<file path="config.mk">
export PLATFORM = sky130hd
export DESIGN_NAME = pdm_demod
export DESIGN_NICKNAME = d
export VERILOG_FILES = /design/src/rtl/pdm_demod_pkg.sv /design/src/rtl/pdm_demod_comb.sv /design/src/rtl/pdm_demod.sv
export SDC_FILE = /design/constraint.sdc
export NUM_CORES = 1
export LEC_CHECK = 0
export CAP_MARGIN = 0
export CORE_ASPECT_RATIO = 1.4
export CORE_UTILIZATION = 32
export DETAILED_ROUTE_END_ITERATION = 10
export DONT_BUFFER_PORTS = 1
export PLACE_DENSITY = 0.48
export REMOVE_ABC_BUFFERS = 1
export SETUP_SLACK_MARGIN = 0.3
export SLEW_MARGIN = 5
export SYNTH_ARGS = -nofsm -noshare
export SYNTH_HDL_FRONTEND = slang
export SYNTH_SLANG_ARGS = --single-unit
</file>
<file path="constraint.sdc">
create_clock -name clk -period 2 [get_ports clk]
set_input_delay 0.4 -clock clk [delete_from_list [all_inputs] [get_ports clk]]
set_output_delay 0.4 -clock clk [all_outputs]
set_load 0.03 [all_outputs]
</file>
<file path="src/rtl/pdm_demod_pkg.sv">
// Shared constants and helpers for the PDM demodulator: derived widths,
// output scaling shift, saturation ceiling and parameter legality.
package pdm_demod_pkg;

    // Internal CIC width: two integrator stages of growth LOG2_DECIM each plus one bit.
    function automatic int calc_w(input int log2_decim);
        return 2 * log2_decim + 1;
    endfunction

    // Right shift that maps the R^2 full scale onto the NBITS output range.
    function automatic int calc_shift(input int nbits, input int log2_decim);
        return 2 * log2_decim - nbits;
    endfunction

    // Largest representable full-scale value before the shift, 2^(2*LOG2_DECIM)-1.
    function automatic longint calc_ymax(input int log2_decim);
        return (longint'(1) << (2 * log2_decim)) - 1;
    endfunction

    // Legal parameter set: decimation 4..32768 and enough CIC bits to fill NBITS.
    function automatic bit params_legal(input int nbits, input int log2_decim);
        return (log2_decim >= 2) && (log2_decim <= 15) && (2 * log2_decim >= nbits);
    endfunction

endpackage

</file>
<file path="src/rtl/pdm_demod_comb.sv">
// Single CIC comb stage: on each strobe, registers the difference between the
// new sample and the previous one, and forwards the strobe one cycle later.
module pdm_demod_comb
    import pdm_demod_pkg::*;
#(
    parameter int W = 13
) (
    input  logic         clk,
    input  logic         rst_n,
    input  logic         i_stb,
    input  logic [W-1:0] i_data,
    output logic [W-1:0] o_diff,
    output logic         o_stb
);

    logic [W-1:0] r_diff;
    logic [W-1:0] r_dly;
    logic         r_stb;

    // Modulo-2^W difference against the previous sample; wrap-around is intended.
    always_ff @(posedge clk or negedge rst_n) begin
        if (!rst_n) begin
            r_diff <= '0;
            r_dly  <= '0;
            r_stb  <= 1'b0;
        end else begin
            r_stb <= i_stb;
            if (i_stb) begin
                r_diff <= i_data - r_dly;
                r_dly  <= i_data;
            end
        end
    end

    assign o_diff = r_diff;
    assign o_stb  = r_stb;

endmodule

</file>
<file path="src/rtl/pdm_demod.sv">
// Pulse-density demodulator: second-order CIC decimator (ratio 2^LOG2_DECIM)
// with saturation to full scale and a right shift down to NBITS.
module pdm_demod
    import pdm_demod_pkg::*;
#(
    parameter int NBITS      = 11,
    parameter int LOG2_DECIM = 6
) (
    input  logic             clk,
    input  logic             rst_n,
    input  logic             en,
    input  logic             din,
    output logic [NBITS-1:0] dout,
    output logic             dout_valid
);

    localparam int W     = calc_w(LOG2_DECIM);
    localparam int SHIFT = calc_shift(NBITS, LOG2_DECIM);
    // YMAX is 2^(W-1)-1, i.e. all ones below the top bit.
    localparam logic [W-1:0] YMAX = {1'b0, {(W-1){1'b1}}};

    if (!params_legal(NBITS, LOG2_DECIM)) begin : g_param_check
        $error("pdm_demod: need 2 <= LOG2_DECIM <= 15 and 2*LOG2_DECIM >= NBITS");
    end

    logic                  r_din;
    logic [W-1:0]          r_int1;
    logic [W-1:0]          r_int2;
    logic [LOG2_DECIM-1:0] r_cnt;
    logic [W-1:0]          r_samp;
    logic                  r_stb1;
    logic [NBITS-1:0]      r_dout;
    logic                  r_dout_valid;

    logic                  w_decim;
    logic [W-1:0]          w_c1;
    logic                  w_stb2;
    logic [W-1:0]          w_c2;
    logic                  w_stb3;

    // Clamp the all-ones case (exactly R^2) to full scale, then drop to NBITS.
    function automatic logic [NBITS-1:0] sat_scale(input logic [W-1:0] x);
        logic [W-1:0] y;
        y = (x > YMAX) ? YMAX : x;
        return NBITS'(y >> SHIFT);
    endfunction

    assign w_decim = en && (r_cnt == '1);

    // Input register and the two integrators; all hold while en is low.
    always_ff @(posedge clk or negedge rst_n) begin
        if (!rst_n) begin
            r_din  <= 1'b0;
            r_int1 <= '0;
            r_int2 <= '0;
        end else if (en) begin
            r_din  <= din;
            r_int1 <= r_int1 + {{(W-1){1'b0}}, r_din};
            r_int2 <= r_int2 + r_int1;
        end
    end

    // Decimation counter; the last count of each window captures int2 and fires the comb chain.
    always_ff @(posedge clk or negedge rst_n) begin
        if (!rst_n) begin
            r_cnt  <= '0;
            r_samp <= '0;
            r_stb1 <= 1'b0;
        end else begin
            r_stb1 <= w_decim;
            if (w_decim) begin
                r_cnt  <= '0;
                r_samp <= r_int2;
            end else if (en) begin
                r_cnt  <= r_cnt + LOG2_DECIM'(1);
            end
        end
    end

    pdm_demod_comb #(.W(W)) u_comb1 (
        .clk    (clk),
        .rst_n  (rst_n),
        .i_stb  (r_stb1),
        .i_data (r_samp),
        .o_diff (w_c1),
        .o_stb  (w_stb2)
    );

    pdm_demod_comb #(.W(W)) u_comb2 (
        .clk    (clk),
        .rst_n  (rst_n),
        .i_stb  (w_stb2),
        .i_data (w_c1),
        .o_diff (w_c2),
        .o_stb  (w_stb3)
    );

    // Output scaler: update the sample on the final comb strobe, hold otherwise.
    always_ff @(posedge clk or negedge rst_n) begin
        if (!rst_n) begin
            r_dout       <= '0;
            r_dout_valid <= 1'b0;
        end else begin
            r_dout_valid <= w_stb3;
            if (w_stb3) begin
                r_dout <= sat_scale(w_c2);
            end
        end
    end

    assign dout       = r_dout;
    assign dout_valid = r_dout_valid;

endmodule

</file>
# [Word level (Yosys, flattened, before mapping)]
# Index checks and enable logic that the tools add are counted.
[classes] add_sub_neg=5 magnitude_cmp=1 n_eq_ne=1 muxes=3 n_reduce_logical=2
[op_table] operator="subtractor 13 bit" n=2
[op_table] operator="adder 13 x 1 -> 13 bit" n=1
[op_table] operator="adder 13 bit" n=1
[op_table] operator="> comparator 13 x 12 -> 1 bit (second input constant)" n=1
[op_table] operator="2-to-1 mux 12 bit" n=1
[op_table] operator="2-to-1 mux 6 bit" n=2
[op_table] operator="adder 6 x 1 -> 6 bit (second input constant)" n=1
[op_table] operator="equality test 6 bit (second input constant)" n=1
[op_table] operator="nonzero test 2 bit" n=1
[op_table] operator="logical AND 1 bit" n=1
[word_totals] register_bits=113 in_bits=4 output_inout_bits=12

# [Longest topological paths before layout]
# Gate-level depths: netlist of run 1.
[depth] depth_word=3 depth_mapped=8

# [Cells and area by module]
# From an unflattened synthesis of run 1, not the netlist that was laid out.
[hier_totals] hier_cells=597 area_unflattened_um2=6073.3
[modules_own_cells] mod="pdm_demod_comb" instances=2 cells_each=166 area_each_um2=1565.3 seq_area_each_um2=675.6
[modules_own_cells] mod="pdm_demod" instances=1 cells_each=265 area_each_um2=2942.8 seq_area_each_um2=1476.4

# [Worst setup path after synthesis of run 1]
# OpenSTA, ideal clock, no wires.
[synth_path] path_kind="reg2reg" startpoint="register r_int1[0]" endpoint="register r_int2[12]" setup_time_ns=0.122 t_arrival_ns=1.972 path_slack_ns=-0.095 path_stages_with_launch=8 period_less_slack_ns=2.095 cell_sequence="dfrtp_1 -> ha_1 -> fa_1 -> a211oi_2 -> o21ai_1 -> a211o_1 -> o211a_1 -> xnor2_1"
[synth_between] elab_chain_len=1
[synth_lines] element="from (decl)" line_no="pdm_demod.sv:27" rtl="logic [W-1:0] r_int1;"
[synth_lines] element="from (signal assigned)" line_no="pdm_demod.sv:58" rtl="r_int1 <= r_int1 + {{(W-1){1'b0}}, r_din};"
[synth_lines] element="adder 13 bit" line_no="pdm_demod.sv:59" rtl="r_int2 <= r_int2 + r_int1;"
[synth_lines] element="to (signal assigned)" line_no="pdm_demod.sv:59"
[synth_lines] element="to (decl)" line_no="pdm_demod.sv:28" rtl="logic [W-1:0] r_int2;"
# No other way between the ends.
# A chain may end at the register's enable or synchronous reset.

# [Worst setup path after layout of run 1]
[layout_path] startpoint="register u_comb1.r_diff[0], in the netlist u_comb1.o_diff[0]" endpoint="register u_comb2.r_diff[12], in the netlist u_comb2.o_diff[12]"
[layout_between] elab_chain_len=1
[layout_lines] element="from (decl)" line_no="pdm_demod_comb.sv:16" rtl="logic [W-1:0] r_diff;"
[layout_lines] element="from (signal assigned)" line_no="pdm_demod_comb.sv:29" rtl="r_diff <= i_data - r_dly;"
[layout_lines] element="subtractor 13 bit" line_no="pdm_demod_comb.sv:29"
[layout_lines] element="to (signal assigned)" line_no="pdm_demod_comb.sv:29"
[layout_lines] element="to (decl)" line_no="pdm_demod_comb.sv:16"
# No other way between the ends.

==> impl_metrics.py, run 1 <==
metrics = {
    "status": {
        "status": "finished with violations",
        "violations": "negative hold slack, negative setup slack",
    },
    "run": {
        "cap_viol_max_count": 0,
    },
    "detailed_routing": {
        "dr_total_vias": 4424,
        "drcViolationCount": 0,
        "detail_route.first_pass.iterations": 5,
        "final_antenna_net_count": 0,
        "via_per_inst": 4.92,
        "wirelength_um": 12000,
        "first_iter_violations": 174,
        "wl_per_cell_um": 13.4,
    },
    "cts": {
        "clk-insertion-delay-late_ns": 0.35,
        "clock_tree.root_cell": "sky130_fd_sc_hd__clkbuf_16",
        "cts.path.max_buffers": 2,
        "path_clk_slew_ns": 0.07,
        "numCtsBuffers": 9,
        "tritoncts": "yes",
        "cts_num_sinks": 112,
        "cts-htree-levels": 3,
    },
    "synth": {
        "number_of_different_library_cells_in_the_post_synthesis_netlist": 58,
        "number_of_synthesized_flops_with_an_enable_pin": 0,
        "synth.ff_latch_count": 112,
        "mappedNetlistArea_sq_um": 6030,
        "synthesis.instances": 595,
        "synth_seq_area_share_pct": 46.5,
        "avgSynthCellArea_sq_um": 10.1,
        "synthesis.yosys.warnings": 0,
        "synth_top_flop_cell": "sky130_fd_sc_hd__dfrtp_1",
        "post_synth_arst_share_pct": 100,
    },
    "worst_setup_path": {
        "cp.buffers_inverters": 1,
        "critPathLaunchType": "register",
        "timing.critical_path.depth": 8,
        "timing.critical_path.slowest_cell_delay_ns": 0.35,
        "critPathKind": "reg2reg",
        "critPathRequiredTime_ns": 2.27,
        "highest_net_fanout_along_the_worst_path": 2,
        "critPathSlowestCell": "sky130_fd_sc_hd__dfrtp_1",
        "worst_setup_path_end_kind": "register",
        "critical_path.cell_chain": "inv_1 -> ha_2 -> fa_2 -> and2b_2 -> o2111ai_4 -> and4bb_1 -> or3_1 -> a31oi_1",
        "logic_depth_of_the_worst_register_to_register_path": 8,
        "timing.critical_path.max_delay_family": "simple AND/OR/NAND/NOR gates",
        "worst_ep_arrival_time_ns": 2.35,
    },
    "floorplanning": {
        "die-area_sq_um": 19400,
        "die_width_um": 118,
        "ios": 16,
        "initial_core_util_pct": 32.5,
        "dieHeight_um": 164,
        "floorplan.core_area_sq_um": 18500,
        "number_of_placement_rows": 59,
    },
    "global_route": {
        "first_pass_grt_wire_length_um": 21200,
        "largest_net_degree_at_the_start_of_global_routing": 113,
        "grt_pass1_vias": 4644,
        "grt_remaining_overflow": 0,
        "antenna_violations_before_repair": 0,
        "grt_util_all_layers_pct": 13.4,
    },
    "placed_design": {
        "dpl.hpwl_um": 8190,
        "io_buffers": 0,
        "gp_congestion": 0.859,
    },
    "timing": {
        "shortest_period_the_worst_path_allows_ns": 2.08,
        "worst_pin_slew_ns": 0.667,
        "timing_max_transition_violations_final": 0,
        "hold_violations": 112,
        "slew_headroom_pct": 55.5,
        "report.final.setup_viol": 6,
        "fmax_ghz": 0.481,
        "timing.final.crit_share_pct": 104,
        "fin_worst_skew_ns": 0.00725,
        "grt_setup_unrepaired": "yes",
        "finalHoldWorstSlack_ns": -0.261,
        "finalWorstSetupSlack_ns": -0.0791,
    },
    "pwr": {
        "power.density_cell_area_nw_per_um2": 1010,
        "fin_total_pwr_mw": 7.56,
        "ir_drop_mv": 0.711,
        "leak_pwr_nw": 3.39,
    },
    "layout": {
        "num_antenna_cells": 0,
        "layout-area-overhead-vs-synth_pct": 24.4,
        "nNetsFinal": 696,
        "post_route_cells_drive_above_1_share_pct": 26.9,
    },
    "min_path": {
        "min_path_type": "in2async",
    },
}
## area by class of cell
cell class | instances | area (sq um)
Multi-Input combinational cell | 424 | 3410
Inverter | 38 | 143
Timing Repair Buffer | 65 | 531
Clock buffer | 13 | 260
Sequential cell | 112 | 2800
Fill cell | 1802 | 11000
Clock inverter | 3 | 47.5
Tap cell | 244 | 305
## where the power goes
part           switching, mW  internal (mW)  leakage, nW
Combinational           1.27           1.55         1.73
Sequential             0.325           2.55         1.51
Clock                  0.813           1.05        0.150
## layout by cell type, fill, tap and decap left out, types with 7 or more instances in the layout
cell type / netlist / final
sky130_fd_sc_hd__ha_4: 0 / 11
sky130_fd_sc_hd__clkbuf_16: 0 / 9
sky130_fd_sc_hd__ha_1: 39 / 26
sky130_fd_sc_hd__mux2_2: 31 / 24
sky130_fd_sc_hd__inv_1: 38 / 36
sky130_fd_sc_hd__nand2_1: 64 / 64
sky130_fd_sc_hd__nor3_1: 9 / 8
sky130_fd_sc_hd__buf_4: 2 / 56
sky130_fd_sc_hd__buf_6: 1 / 8
sky130_fd_sc_hd__dfrtp_1: 112 / 112
sky130_fd_sc_hd__a21o_1: 13 / 13
sky130_fd_sc_hd__nor2_1: 46 / 42
sky130_fd_sc_hd__xor2_1: 7 / 7
sky130_fd_sc_hd__o21ai_0: 37 / 30
sky130_fd_sc_hd__o21a_1: 16 / 16
sky130_fd_sc_hd__xnor2_1: 23 / 22
sky130_fd_sc_hd__a21oi_1: 33 / 26
sky130_fd_sc_hd__mux2_4: 0 / 7
sky130_fd_sc_hd__nand4_1: 10 / 10
## Yosys cell counts, drive strengths merged, types with 2 or more instances
| cell type | number | area (sq um) |
|---|---|---|
| a211o | 5 | 43.8 |
| a211oi | 4 | 35.0 |
| a21boi | 5 | 37.5 |
| a21o | 13 | 97.6 |
| a21oi | 33 | 165 |
| a31oi | 6 | 37.5 |
| and2 | 2 | 12.5 |
| and4 | 2 | 17.5 |
| buf | 7 | 43.8 |
| clkbuf | 13 | 58.8 |
| dfrtp | 112 | 2800 |
| fa | 3 | 60.1 |
| ha | 39 | 488 |
| inv | 38 | 143 |
| mux2 | 31 | 349 |
| nand2 | 64 | 240 |
| nand2b | 3 | 18.8 |
| nand3 | 5 | 25.0 |
| nand4 | 10 | 62.6 |
| nor2 | 47 | 184 |
| nor2b | 8 | 50.1 |
| nor3 | 9 | 45.0 |
| o2111ai | 4 | 41.3 |
| o211a | 2 | 20.0 |
| o211ai | 3 | 22.5 |
| o21a | 16 | 120 |
| o21ai | 39 | 195 |
| o21bai | 3 | 22.5 |
| o221ai | 2 | 17.5 |
| o22ai | 3 | 18.8 |
| o2bb2ai | 2 | 17.5 |
| o311ai | 6 | 52.6 |
| o31ai | 8 | 70.1 |
| or2 | 4 | 25.0 |
| or3 | 4 | 26.3 |
| xnor2 | 23 | 201 |
| xor2 | 7 | 61.3 |
## cells by family after synthesis
family                   share of synthesized area [%]
buffers and inverters                             4.27
flip-flops                                        46.5
AO/OA/AOI/OAI                                     17.4
AND/OR/NAND/NOR                                   12.6
adder cells (fa/ha/maj)                           9.09
XOR/XNOR                                          4.36
multiplexers                                      5.79
## timing repair
item                                    CTS  global route
pin swaps                                38            28
endpoints found under the setup margin   28            43
resized for setup                        79            25
setup buffers                            17             7
endpoints found under the hold margin   112           112
## sequential cells by signal, summed over array words and instances, names as in the netlist
signal          count
u_comb2.o_stb       1
u_comb2.r_dly      13
dout_valid          1
r_din               1
r_int1             13
r_cnt               6
u_comb1.o_stb       1
dout               11
r_samp             13
r_stb1              1
u_comb2.o_diff     12
u_comb1.r_dly      13
r_int2             13
u_comb1.o_diff     13
## worst reg2reg max path, cell delays in order (launching register included)
cell and delay, ns:
sky130_fd_sc_hd__dfrtp_1 0.35, sky130_fd_sc_hd__inv_1 0.05, sky130_fd_sc_hd__ha_2 0.19, sky130_fd_sc_hd__fa_2 0.34
sky130_fd_sc_hd__and2b_2 0.26, sky130_fd_sc_hd__o2111ai_4 0.13, sky130_fd_sc_hd__and4bb_1 0.23, sky130_fd_sc_hd__or3_1 0.30
sky130_fd_sc_hd__a31oi_1 0.16
## final timing paths
check	start	to	slack, ns
worst min register to register	r_cnt[4]$_DFFE_PN0P_	r_cnt[4]$_DFFE_PN0P_	0.47
max in group asynchronous	rst_n	u_comb1.r_dly[8]$_DFFE_PN0P_	2.10
worst min-delay path	rst_n	dout[0]$_DFFE_PN0P_	-0.26
min in group clk	en	r_int2[7]$_DFFE_PN0P_	0.14
worst max register to register	u_comb1.o_diff[0]$_DFFE_PN0P_	u_comb2.o_diff[12]$_DFFE_PN0P_	-0.08
worst max-delay path	u_comb1.o_diff[0]$_DFFE_PN0P_	u_comb2.o_diff[12]$_DFFE_PN0P_	-0.08
## stage by stage
stage	cells	setup slack (ns)	utilization (%)	cell area [sq um]	setup TNS (ns)
6_report	899	-0.0791	40.5	7500	-0.300
5_1_grt	899	-0.184	40.5	7500	-1.18
4_1_cts	892	-0.109	39.6	7330	-0.320
3_5_place_dp	859	-0.253	35.2	6530	-1.88
3_3_place_gp	859	-0.229	35.2	6530	-1.45
2_1_floorplan	574	-0.0947	-	5910	-0.419
## layer usage
| layer | routed length [um] | part of all wire [%] | vias to the layer above | GRT usage [%] |
|---|---|---|---|---|
| li1 | - | - | 2209 | - |
| met1 | 5070 | 42 | 2118 | 14.8 |
| met2 | 6320 | 53 | 67 | 24.9 |
| met3 | 254 | 2.1 | 30 | 1.80 |
| met4 | 378 | 3.1 | 0 | 7.52 |
| met5 | 0 | 0 | - | 0 |
No activity file was read; power rests on OpenSTA's default activity.
==> run 2, diff against run 1 <==
--- a/config.mk
+++ b/config.mk
@@ -13,6 +13,7 @@
 export PLACE_DENSITY = 0.48
 export REMOVE_ABC_BUFFERS = 1
 export SETUP_SLACK_MARGIN = 0.3
+export SKIP_CTS_REPAIR_TIMING = 1
 export SLEW_MARGIN = 5
 export SYNTH_ARGS = -nofsm -noshare
 export SYNTH_HDL_FRONTEND = slang
==> impl_metrics.py, run 2 (synthesized netlist as in run 1, its figures left out) <==
metrics = {
    "cts": {
        "cts_num_sinks": 112,
        "cts.path.max_buffers": 2,
        "clock_tree.root_cell": "sky130_fd_sc_hd__clkbuf_16",
        "numCtsBuffers": 9,
        "clk-insertion-delay-late_ns": 0.35,
        "path_clk_slew_ns": 0.07,
        "cts-htree-levels": 3,
        "tritoncts": "yes",
    },
    "detailed_routing": {
        "via_per_inst": 4.88,
        "first_iter_violations": 162,
        "wl_per_cell_um": 13.2,
        "final_antenna_net_count": 0,
        "detail_route.first_pass.iterations": 4,
        "drcViolationCount": 0,
        "dr_total_vias": 4363,
        "wirelength_um": 11800,
    },
    "placed_design": {
        "place.detailed.instances": 859,
        "io_buffers": 0,
        "dpl.hpwl_um": 8190,
        "gp_congestion": 0.859,
    },
    "timing": {
        "timing_max_transition_violations_final": 0,
        "worst_pin_slew_ns": 0.670,
        "slew_headroom_pct": 55.4,
        "timing.final.crit_share_pct": 105,
        "hold_violations": 112,
        "finalHoldWorstSlack_ns": -0.260,
        "finalWorstSetupSlack_ns": -0.103,
        "fin_worst_skew_ns": 0.00657,
        "report.final.setup_viol": 8,
        "shortest_period_the_worst_path_allows_ns": 2.10,
        "fmax_ghz": 0.475,
        "grt_setup_unrepaired": "yes",
    },
    "worst_setup_path": {
        "worst_setup_path_end_kind": "register",
        "worst_ep_arrival_time_ns": 2.37,
        "critPathLaunchType": "register",
        "critPathRequiredTime_ns": 2.27,
        "critPathKind": "reg2reg",
        "highest_net_fanout_along_the_worst_path": 4,
    },
    "layout": {
        "layout.cells.most_common": "sky130_fd_sc_hd__dfrtp_1",
        "layout_common_cells": "111 x sky130_fd_sc_hd__dfrtp_1, 63 x sky130_fd_sc_hd__nand2_1, 53 x sky130_fd_sc_hd__buf_4, 42 x sky130_fd_sc_hd__nor2_1, 36 x sky130_fd_sc_hd__inv_1",
        "nNetsFinal": 691,
        "post_route_cells_drive_above_1_share_pct": 26.8,
        "num_antenna_cells": 0,
        "fin_cells": 894,
        "layout-area-overhead-vs-synth_pct": 24.2,
    },
    "floorplanning": {
        "die_width_um": 118,
        "die-area_sq_um": 19400,
        "dieHeight_um": 164,
        "number_of_placement_rows": 59,
        "ios": 16,
        "initial_core_util_pct": 32.5,
        "floorplan.core_area_sq_um": 18500,
    },
    "run": {
        "cap_viol_max_count": 0,
    },
    "global_route": {
        "grt_pass1_vias": 4472,
        "grt_remaining_overflow": 0,
        "antenna_violations_before_repair": 0,
        "first_pass_grt_wire_length_um": 20200,
        "grt_util_all_layers_pct": 12.8,
        "largest_net_degree_at_the_start_of_global_routing": 113,
    },
    "status": {
        "status": "finished with violations",
        "violations": "negative hold slack, negative setup slack",
    },
    "pwr": {
        "fin_total_pwr_mw": 7.66,
        "leak_pwr_nw": 3.35,
        "power.density_cell_area_nw_per_um2": 1020,
        "ir_drop_mv": 0.654,
    },
    "min_path": {
        "min_path_type": "in2async",
    },
}
[run 2: changes by cell type in the layout (fill, tap and decap cells not counted), sizes merged]
| cell | before | now |
|---|---|---|
| buf | 65 | 60 |
[run 2: power breakdown]
part	leakage [nW]	internal, mW	total, mW	switching [mW]
Clock	0.150	1.05	1.86	0.815
Combinational	1.69	1.62	2.90	1.28
Sequential	1.51	2.55	2.90	0.351
[run 2: per-stage QoR]
stage | instance area [sq um] | worst slack (ns) | hold WS [ns] | TNS (ns) | utilization (%)
floorplan | 5910 | -0.0947 | 0.104 | -0.419 | -
global placement | 6530 | -0.229 | 0.107 | -1.45 | 35.2
detailed placement | 6530 | -0.253 | 0.107 | -1.88 | 35.2
CTS | 6840 | -0.279 | -0.282 | -2.17 | 36.9
global route | 7490 | -0.212 | -0.280 | -1.57 | 40.4
finish | 7490 | -0.103 | -0.260 | -0.507 | 40.4
[run 2: area by class of cell]
class	instances	area [sq um]
Inverter	38	143
Tap cell	244	305
Timing Repair Buffer	60	485
Clock buffer	13	260
Multi-Input combinational cell	424	3440
Clock inverter	3	47.5
Sequential cell	112	2800
Fill cell	1810	11000
[run 2: per-layer routing]
metal	vias up	track usage (%)	part of all wire, %
li1	2204	-	-
met1	2088	14.4	43
met2	51	23.1	53
met3	20	1.80	1.9
met4	0	7.46	2.1
met5	-	0	0
[run 2: worst max-delay path, cell delays in order (launching register included)]
cell                        delay [ns]
sky130_fd_sc_hd__dfrtp_1          0.35
sky130_fd_sc_hd__inv_1            0.05
sky130_fd_sc_hd__ha_2             0.19
sky130_fd_sc_hd__fa_2             0.34
sky130_fd_sc_hd__and2b_2          0.26
sky130_fd_sc_hd__o2111ai_4        0.14
sky130_fd_sc_hd__and4bb_1         0.23
sky130_fd_sc_hd__or3_1            0.34
sky130_fd_sc_hd__a31oi_1          0.13
[run 2: final timing paths]
path / from / endpoint / slack, ns / depth (start not counted)
hold reg to reg: r_cnt[4]$_DFFE_PN0P_ / r_cnt[4]$_DFFE_PN0P_ / 0.47 / 1
max in group asynchronous: rst_n / r_int1[9]$_DFFE_PN0P_ / 2.01 / 0
setup reg to reg: u_comb1.o_diff[0]$_DFFE_PN0P_ / u_comb2.o_diff[12]$_DFFE_PN0P_ / -0.10 / 8
min in group clk: en / r_int2[2]$_DFFE_PN0P_ / 0.14 / 1
setup / recovery: u_comb1.o_diff[0]$_DFFE_PN0P_ / u_comb2.o_diff[12]$_DFFE_PN0P_ / -0.10 / 8
hold / removal: rst_n / dout[0]$_DFFE_PN0P_ / -0.26 / 0
